$ cat config.mk
export PLATFORM = sky130hd
export DESIGN_NAME = thermometer_ramp_encoder
export DESIGN_NICKNAME = d
export VERILOG_FILES = /design/src/rtl/thermometer_ramp_encoder.sv
export SDC_FILE = /design/constraint.sdc
export NUM_CORES = 1
export LEC_CHECK = 0
export ABC_AREA = 0
export CAP_MARGIN = 20
export CORE_UTILIZATION = 40
export CTS_CLUSTER_DIAMETER = 100
export DETAILED_ROUTE_END_ITERATION = 10
export PLACE_DENSITY = 0.67
export SLEW_MARGIN = 20
export SYNTH_ARGS = -nofsm -noshare
export SYNTH_HDL_FRONTEND = slang
export SYNTH_SLANG_ARGS = --single-unit
$ cat constraint.sdc
create_clock -name clk -period 3.9 [get_ports clk]
set_input_delay 0.78 -clock clk [delete_from_list [all_inputs] [get_ports clk]]
set_output_delay 0.78 -clock clk [all_outputs]
set_load 0.01 [all_outputs]
$ cat src/rtl/thermometer_ramp_encoder.sv
// Binary-to-thermometer encoder that slews one segment per clock toward each accepted level.
// Define THERM_INSTANT_EN to load the accepted level directly, with no ramp.
module thermometer_ramp_encoder #(
    parameter int K = 3,
    parameter int W = 7
) (
    input  logic         clk,
    input  logic         rst_n,
    input  logic         in_valid,
    input  logic [K-1:0] in_code,
    output logic         in_ready,
    output logic [W-1:0] therm,
    output logic [K-1:0] level,
    output logic         busy,
    output logic         done
);

    localparam logic [K-1:0] W_MAX = K'(W);

    typedef enum logic [1:0] {
        IDLE,
        RAMP_UP,
        RAMP_DOWN
    } state_t;

    state_t       state;
    state_t       state_next;
    logic [K-1:0] target;
    logic [K-1:0] target_next;
    logic [K-1:0] level_next;
    logic [K-1:0] code_clamped;
    logic         done_next;
    logic         accept;

    function automatic logic [W-1:0] to_therm(input logic [K-1:0] lvl);
        logic [W-1:0] t;
        t = '0;
        for (int i = 0; i < W; i++) begin
            t[i] = (i < int'(lvl));
        end
        return t;
    endfunction

    // Codes above W can only occur when W < 2^K-1; they saturate at full scale.
    assign code_clamped = (in_code > W_MAX) ? W_MAX : in_code;
    assign accept       = in_valid && in_ready;

    always_ff @(posedge clk or negedge rst_n) begin
        if (!rst_n) begin
            state <= IDLE;
        end else begin
            state <= state_next;
        end
    end

    always_comb begin
        state_next = state;
`ifdef THERM_INSTANT_EN
        state_next = IDLE;
`else
        case (state)
            IDLE: begin
                if (accept) begin
                    if (code_clamped > level) begin
                        state_next = RAMP_UP;
                    end else if (code_clamped < level) begin
                        state_next = RAMP_DOWN;
                    end
                end
            end
            RAMP_UP, RAMP_DOWN: begin
                if (level_next == target) begin
                    state_next = IDLE;
                end
            end
            default: state_next = IDLE;
        endcase
`endif
    end

    always_comb begin
        busy     = (state != IDLE);
        in_ready = (state == IDLE);
    end

    // Level, target and done pulse for the next edge; saturating steps guard against wrap.
    always_comb begin
        level_next  = level;
        target_next = target;
        done_next   = 1'b0;
`ifdef THERM_INSTANT_EN
        if (accept) begin
            target_next = code_clamped;
            level_next  = code_clamped;
            done_next   = 1'b1;
        end
`else
        case (state)
            IDLE: begin
                if (accept) begin
                    target_next = code_clamped;
                    done_next   = (code_clamped == level);
                end
            end
            RAMP_UP: begin
                if (level != W_MAX) begin
                    level_next = level + K'(1);
                end
                done_next = (level_next == target);
            end
            RAMP_DOWN: begin
                if (level != '0) begin
                    level_next = level - K'(1);
                end
                done_next = (level_next == target);
            end
            default: begin
                level_next = level;
            end
        endcase
`endif
    end

    always_ff @(posedge clk or negedge rst_n) begin
        if (!rst_n) begin
            level  <= '0;
            target <= '0;
            therm  <= '0;
            done   <= 1'b0;
        end else begin
            level  <= level_next;
            target <= target_next;
            therm  <= to_therm(level_next);
            done   <= done_next;
        end
    end

endmodule

Yosys cells after proc, flatten, opt, wreduce, memory -nomap -nowiden
Cells that the tools add are included.
W data, S select, Z words.
- $add $sub $neg: 2
- multiply operators: 0
- divide/modulo/power cells: 0
- $lt $le $gt $ge: 10
- equality and inequality tests: 10
- shift-type cells: 0
- muxes and demuxes: 13
- bitwise logic cells: 0
- reductions and logical operators: 7
- operators with widths (operator ; number):
    $mux W3 ; 5
    $eq A3 B3 Y1 ; 4
    $lt A3 B3 Y1 const A ; 3
    $mux W2 ; 4
    $lt A1 B3 Y1 const A ; 2
    $lt A2 B3 Y1 const A ; 2
    $pmux W3 S2 ; 1
    $pmux W2 S2 ; 1
    $add A3 B1 Y3 const B ; 1
    $gt A3 B3 Y1 ; 1
    $gt A3 B3 Y1 const B ; 1
    $lt A3 B3 Y1 ; 1
    $ne A3 B1 Y1 const B ; 1
    $ne A3 B3 Y1 const B ; 1
    $pmux W1 S3 ; 1
    $reduce_and A3 Y1 ; 1
    $reduce_bool A3 Y1 ; 1
    $sub A3 B1 Y3 const B ; 1
    $eq A2 B1 Y1 const B ; 1
    $eq A2 B2 Y1 const B ; 1
    $logic_not A2 Y1 ; 1
    $ne A2 B1 Y1 const B ; 1
    $ne A2 B2 Y1 const B ; 1
    $reduce_and A2 Y1 ; 1
    other kinds (4) ; 4
- bits in registers: 16
- latch bits: 0
- RAM bits: 0
- ROM bits: 0
- input port bits: 6
- output and inout bits: 13
- word-level logic and storage cells: 47
- memories kept: 0

Logic depth before layout (Yosys ltp)
Gate-level depths: netlist of the first run.
- depth in word-level cells: 7
- depth in mapped cells: 10
- mapped depth without buffers: 8

Least setup slack after synthesis of the first run
No wires, ideal clock.
- path type: flip-flop to flip-flop
- start point: register level[0]
- end point: register state[1]
- setup time: 0.128 ns
- data arrival time: 2.176 ns
- required time: 3.772 ns
- slack: 1.597 ns
- stages on the path, launching flop included: 9
- path buffers: 0
- period minus slack after synthesis: 2.303 ns
- cells stage by stage: dfrtp_1 inv_1 ha_1 or3b_1 a22oi_2 a2bb2oi_4 xnor2_1 nor3_2 mux2_1
- cells in the longest elaborated chain, start to end: 7
- elaborated cells between the ends (all ways): 18
- those cells by class: add/sub (2); order compare (2); eq/ne (4); mux (8); reduce/logical (2)
- ends and longest elaborated chain (element ; RTL line ; text):
    start, declared ; 13 ; output logic [K-1:0] level,
    start signal, assigned ; 131 ; level <= level_next;
    $sub A3 B1 Y3 (tied with other cells) ; 113 ; level_next = level - K'(1);
    $mux W3 (on tied branches) ; 112, 106 ;
    $mux W3 ; 98 ; case (state)
    $pmux W3 S2 ; 98 ;
    $eq A3 B3 Y1 ; 72 ; if (level_next == target) begin
    $ne A2 B2 Y1 (no source line) ; - ;
    $reduce_and A3 Y1 (no source line) ; - ;
    end signal, assigned ; 52 ; state <= state_next;
    end, declared ; 26 ; state_t state;
Several ways; a longest one is shown, not always the timed one. The select of a mux whose other input is x is not followed.
A chain may end at the register's enable or synchronous reset.

Final worst setup path of the first run
- start point: register state[1]
- end point: register state[1]
- cells in the longest elaborated chain, start to end: 5
- elaborated cells between the ends (all ways): 12
- those cells by class: eq/ne (6); mux (2); reduce/logical (4)
- ends and longest elaborated chain (element ; RTL line):
    $eq A2 B2 Y1 or $eq A2 B1 Y1 (tied branches) ; 61, 98
    $pmux W3 S2 ; 98
    $eq A3 B3 Y1 ; 72
    $ne A2 B2 Y1 (no source line) ; -
    $reduce_and A3 Y1 (no source line) ; -
Several ways; a longest one is shown, not always the timed one.

==> reports/metrics.csv, run 1 <==
stage,metric,value,unit
cts,worst skew pair latency,290,ps
hold_path,Hold Startpoint,target[0],
die,Initial Util,0.432,
global_routing,total grt overflow,0,
setup_path,r2r setup slk,1220,ps
setup_path,Setup CP Type,register to register,
cts,CTS Hold Bufs,0,
sta,# setup viols final,0,
hold_path,worst min path class,register to register,
sta,Worst Max-Slew Pin Slew,666,ps
setup_path,Max Fanout on Critical Path,12,
final_layout,Layout area overhead,18.3,%
synth,Synth Register Bits,15,
final_layout,number of antenna repair diodes,0,
sta,unrepaired setup endpoints after global routing,no,
synth,Post-synth top flop,dfrtp_1,
synth,Avg Inst Size Synth,9.47,µm²
setup_path,slowest CP cell,ha_1,
cts,post-CTS sizing,0,
status,status,finished clean,
global_routing,number of global-route vias before repair,746,
global_routing,antenna violations before repair,0,
placement,# port buffers,18,
setup_path,startpoint types,register,
run,Max-Cap Viols,0,
setup_path,Worst path top cell family by delay,adder cells,
cts,CTS buffer count,3,
setup_path,CP Capture Type,register,
final_layout,register area,375,µm²
final_layout,multi-input logic area,623,µm²
global_routing,global-route wire length before repair,3350,µm
synth,async set-reset flop share out of synthesis,1.00,
sta,final hold violations,0,
synth,post-synth cell types,41,
drt,Vias,856,
final_layout,Final Instance Area,1290,µm²
synth,"EDFF count, synth",0,
sta,worst hold margin,569,ps
placement,Placer Congestion,0.762,
die,core area,2520,µm²
cts,CTS root buffer,clkbuf_4,
drt,# DRC,0,
sta,worst clock skew,6.00,ps
final_layout,layout cells sized above 1,0.0775,
drt,drt total wl,2160,µm
pwr,P_leak,0.567,nW
die,Die Footprint,2930,µm²
hold_path,hold path cells,2,
setup_path,reg-to-reg startpoint,state[1],
cts,H-tree levels,1,
global_routing,largest net degree at the start of global routing,18,
die,IO Count,19,
synth,sequential share of the synthesized area,0.345,
drt,number of DRC markers in iteration 0,19,
setup_path,CP Data Required Time,4070,ps
synth,gate count of the mapped netlist,115,
hold_path,Worst Hold Endpoint,target[0],
setup_path,worst r2r dst,state[1],
die,Vert. Die Dim,54.2,µm
pwr,power density cells,710,nW/µm²
cts,Worst-path clk slew,100,ps
cts,clk sinks,15,
drt,Routed Antenna Nets,0,
setup_path,worst path cell trace,"inv_1, ha_1, and4bb_2, o21ai_0, a22o_1, xnor2_1, nor3_2, mux2_1",
pwr,Worst VDD drop,0.435,mV
global_routing,GRT Total Usage,0.169,
cts,postcts setup bufs,0,
placement,Detail Placement HPWL,1590,µm
sta,Peak Freq,374,MHz
setup_path,crit-path max cell delay,530,ps
sta,minimum clock period after layout,2680,ps
drt,Routed WL per cell,13.6,µm
final_layout,nets,146,
sta,max_slew headroom,0.554,
die,Die Wd,54.2,µm
sta,setup_tns,0,ps
placement,dpl cell area,1260,µm²
synth,YS warnings,0,
setup_path,Worst EP arrival,2850,ps
drt,vias per cell,5.38,
setup_path,Crit path buffers/inverters,1,
cts,clock tree buffer depth,2,
cts,CTS tree,done,
sta,final slew viol count,0,
final_layout,Fillers,255,
drt,Initial DRT Pass Iterations,4,
synth,Post-Synthesis Cell Area,1090,µm²
die,Site Rows,18,
synth,syn nets,131,
setup_path,R2R cell count,8,
sta,crit share post-route,0.686,
## per-stage QoR
step	setup slack (ps)	cells	util	power [mW]
after global routing	1070	159	0.510	0.986
after CTS	1230	159	0.510	0.924
after floorplan	1600	115	-	0.678
after detailed placement	1100	155	0.499	0.826
final	1220	159	0.510	0.914
after global placement	1170	155	0.499	0.813
## power by group
group / total (mW) / internal (mW) / switching (mW)
sequential: 0.252 / 0.204 / 0.0479
combinational: 0.570 / 0.283 / 0.287
clock: 0.0926 / 0.0391 / 0.0535
total: 0.914 / 0.526 / 0.388
## worst reg2reg max path, stage by stage, from the launching register on
cell and delay, ps:
dfrtp_1 440, inv_1 110, ha_1 530, and4bb_2 270, o21ai_0 70, a22o_1 380
xnor2_1 180, nor3_2 220, mux2_1 370
## metal layers
layer | global-route usage | wire length, µm
met1 | 0.181 | 883
met2 | 0.301 | 1090
met3 | 0.0678 | 170
met4 | 0.0513 | 13
met5 | 0 | 0
## flip-flops by register name (all words and copies together), names as in the netlist
| name | cells |
|---|---|
| done | 1 |
| level | 2 |
| state | 2 |
| target | 3 |
| therm | 7 |
## cells in the mapped netlist (2+ instances only)
library cell	count	share of area
dfrtp_1	15	0.34
inv_1	11	0.038
ha_1	10	0.11
o21ai_0	8	0.037
nand2_1	7	0.024
nor2_1	6	0.021
xnor2_1	6	0.048
buf_4	5	0.034
a21oi_1	4	0.018
nand3_1	4	0.018
clkbuf_1	3	0.010
nor2b_1	3	0.017
a22oi_1	2	0.014
mux2_2	2	0.021
mux2i_1	2	0.018
nand3b_1	2	0.014
## how the worst max path moves through the flow
stage	from	to	slack [ps]	depth (start not counted)
2_1_floorplan	level[0]	state[1]	1600	8
3_3_place_gp	in_code[0]	state[1]	1170	9
3_5_place_dp	in_code[0]	state[1]	1100	9
4_1_cts	state[1]	state[1]	1230	8
5_1_grt	state[1]	state[1]	1070	8
6_report	state[1]	state[1]	1220	8
## cell families after synthesis
family          Yosys count  synth area share
compound gates           26             0.177
mux                       5            0.0494
simple gates             33             0.175
xor+xnor                  7            0.0563
flops                    15             0.345
fa+ha+maj                10             0.115
buf+inv                  19            0.0828
## placed cells by master (no fill, tap or decap), types with 2 or more instances in the layout
master,count
mux2i_1,2
mux2_2,2
a22oi_1,2
o21ai_0,8
clkdlybuf4s50_1,18
nand2_1,7
dfrtp_1,15
inv_1,11
clkbuf_4,3
nor2_1,6
a21oi_1,4
nand3_1,4
nand3b_1,2
xnor2_1,6
ha_1,10
nor2b_1,3
## layout make-up
cell class	instances	area share
clock buffers	3	0.0175
clock inverters	1	0.00583
inverters	11	0.0321
multi-input cells	81	0.484
flip-flops and latches	15	0.292
well taps	30	0.0292
repair buffers	18	0.140
Power figures use the tool's default switching activity.
==> run 2: changes to the inputs <==
==> constraint.sdc (replaced) <==
create_clock -name clk -period 2.8 [get_ports clk]
set_input_delay 0.56 -clock clk [delete_from_list [all_inputs] [get_ports clk]]
set_output_delay 0.56 -clock clk [all_outputs]
set_load 0.01 [all_outputs]
==> reports/metrics.csv, run 2 (synthesis gave the netlist of run 1 again) <==
stage,metric,value,unit,change
sta,final hold violations,0,,unchanged
status,status,finished clean,,unchanged
die,Site Rows,18,,unchanged
setup_path,CP Capture Type,register,,unchanged
pwr,power density cells,1000,nW/µm²,was 710 nW/µm²
setup_path,worst r2r dst,state[1],,unchanged
sta,crit share post-route,0.917,,was 0.686
cts,clk sinks,15,,unchanged
global_routing,GRT Total Usage,0.174,,was 0.169
drt,Initial DRT Pass Iterations,4,,unchanged
placement,Placer Congestion,0.781,,was 0.762
drt,# DRC,0,,unchanged
global_routing,antenna violations before repair,0,,unchanged
final_layout,most frequent cells in the layout,"clkdlybuf4s50_1, dfrtp_1, inv_1",,unchanged
global_routing,number of global-route vias before repair,804,,was 746
die,IO Count,19,,unchanged
global_routing,total grt overflow,0,,unchanged
setup_path,Critical Path Start,state[1],,unchanged
final_layout,Layout area overhead,20.3,%,was 18.3%
pwr,P_leak,0.582,nW,was 0.567 nW
cts,H-tree levels,1,,unchanged
sta,final slew viol count,0,,unchanged
cts,post-CTS sizing,0,,unchanged
placement,dpl cell area,1280,µm²,was 1260 µm²
drt,vias per cell,5.42,,was 5.38
sta,Peak Freq,389,MHz,was 374 MHz
sta,setup_tns,0,ps,unchanged
sta,unrepaired setup endpoints after global routing,no,,unchanged
cts,Worst-path clk slew,100,ps,about the same
cts,CTS Hold Bufs,0,,unchanged
placement,# port buffers,18,,unchanged
drt,Routed WL per cell,13.9,µm,was 13.6 µm
setup_path,R2R cell count,8,,unchanged
sta,minimum clock period after layout,2570,ps,was 2680 ps
sta,# setup viols final,0,,unchanged
final_layout,Largest Register,therm,,unchanged
global_routing,global-route wire length before repair,3540,µm,was 3350 µm
hold_path,worst min path class,register to register,,unchanged
run,Max-Cap Viols,0,,unchanged
setup_path,Worst EP arrival,2750,ps,was 2850 ps
final_layout,flip-flop count of the largest register after layout,7,,unchanged
pwr,Worst VDD drop,0.549,mV,was 0.435 mV
cts,CTS root buffer,clkbuf_4,,unchanged
final_layout,register area,375,µm²,unchanged
final_layout,multi-input logic area,623,µm²,unchanged
setup_path,CP Data Required Time,2980,ps,was 4070 ps
cts,worst skew pair latency,290,ps,about the same
die,Initial Util,0.432,,unchanged
sta,worst clock skew,3.77,ps,was 6.00 ps
die,Die Wd,54.2,µm,unchanged
die,Vert. Die Dim,54.2,µm,unchanged
final_layout,nets,149,,was 146
final_layout,Final Instance Area,1310,µm²,was 1290 µm²
die,Die Footprint,2930,µm²,unchanged
drt,Vias,878,,was 856
cts,CTS tree,done,,unchanged
final_layout,layout cells sized above 1,0.0985,,was 0.0775
drt,Routed Antenna Nets,0,,unchanged
final_layout,top flop regs,"therm: 7 flops, target: 3 flops",,unchanged
sta,Worst Max-Slew Pin Slew,688,ps,was 666 ps
setup_path,Max Fanout on Critical Path,8,,was 12
setup_path,startpoint types,register,,unchanged
drt,drt total wl,2250,µm,was 2160 µm
cts,CTS buffer count,3,,unchanged
sta,max_slew headroom,0.540,,was 0.554
final_layout,Layout Utilization,0.519,,was 0.510
final_layout,"commonest non-fill, non-tap cell in the layout",clkdlybuf4s50_1,,unchanged
die,core area,2520,µm²,unchanged
drt,number of DRC markers in iteration 0,16,,was 19
setup_path,Setup CP Type,register to register,,unchanged
setup_path,reg-to-reg startpoint,state[1],,unchanged
global_routing,largest net degree at the start of global routing,18,,unchanged
final_layout,number of antenna repair diodes,0,,unchanged
placement,Detail Placement HPWL,1650,µm,was 1590 µm
setup_path,end of the critical path,state[1],,unchanged
setup_path,r2r setup slk,230,ps,was 1220 ps
cts,clock tree buffer depth,2,,unchanged
cts,postcts setup bufs,0,,unchanged
final_layout,Fillers,247,,was 255
sta,worst hold margin,568,ps,was 569 ps
[run 2: per-stage QoR]
stage | cells | setup WS [ps] | power [mW]
floorplan | 115 | 497 | 0.944
global placement | 158 | 287 | 1.17
detailed placement | 158 | 216 | 1.18
CTS | 162 | 252 | 1.33
global route | 162 | 131 | 1.42
finish | 162 | 232 | 1.32
[run 2: final cells by class]
cell class | instances | area share
multi-input cells | 81 | 0.476
flip-flops and latches | 15 | 0.287
repair buffers | 21 | 0.155
inverters | 11 | 0.0315
well taps | 30 | 0.0287
clock buffers | 3 | 0.0172
clock inverters | 1 | 0.00573
[run 2: layer usage]
metal,vias to the layer above,GRT usage,wire length [µm]
met5,-,0,0
met4,0,0.0385,17
met3,2,0.0678,149
met2,26,0.287,1100
met1,423,0.212,973
li1,427,-,-
[run 2: power breakdown]
part	switching, mW	internal (mW)	total (mW)
sequential	0.0599	0.284	0.344
combinational	0.416	0.422	0.838
clock	0.0793	0.0543	0.134
[run 2: worst min-delay path by stage]
| stage | slack (ps) | startpoint | to | cells after the start |
|---|---|---|---|---|
| 2_1_floorplan | 260 | rst_n | done | 0 |
| 3_3_place_gp | 540 | target[0] | target[0] | 2 |
| 3_5_place_dp | 550 | target[0] | target[0] | 2 |
| 4_1_cts | 570 | target[0] | target[0] | 2 |
| 5_1_grt | 610 | target[1] | target[1] | 1 |
| 6_report | 570 | target[0] | target[0] | 2 |
[run 2: worst max-delay path, cell delays in order, from the launching register on]
cell	delay, ps
dfrtp_1	450
inv_1	110
ha_1	360
and4bb_2	260
o21ai_0	150
a22o_1	390
xnor2_1	140
nor3_2	240
mux2_1	360
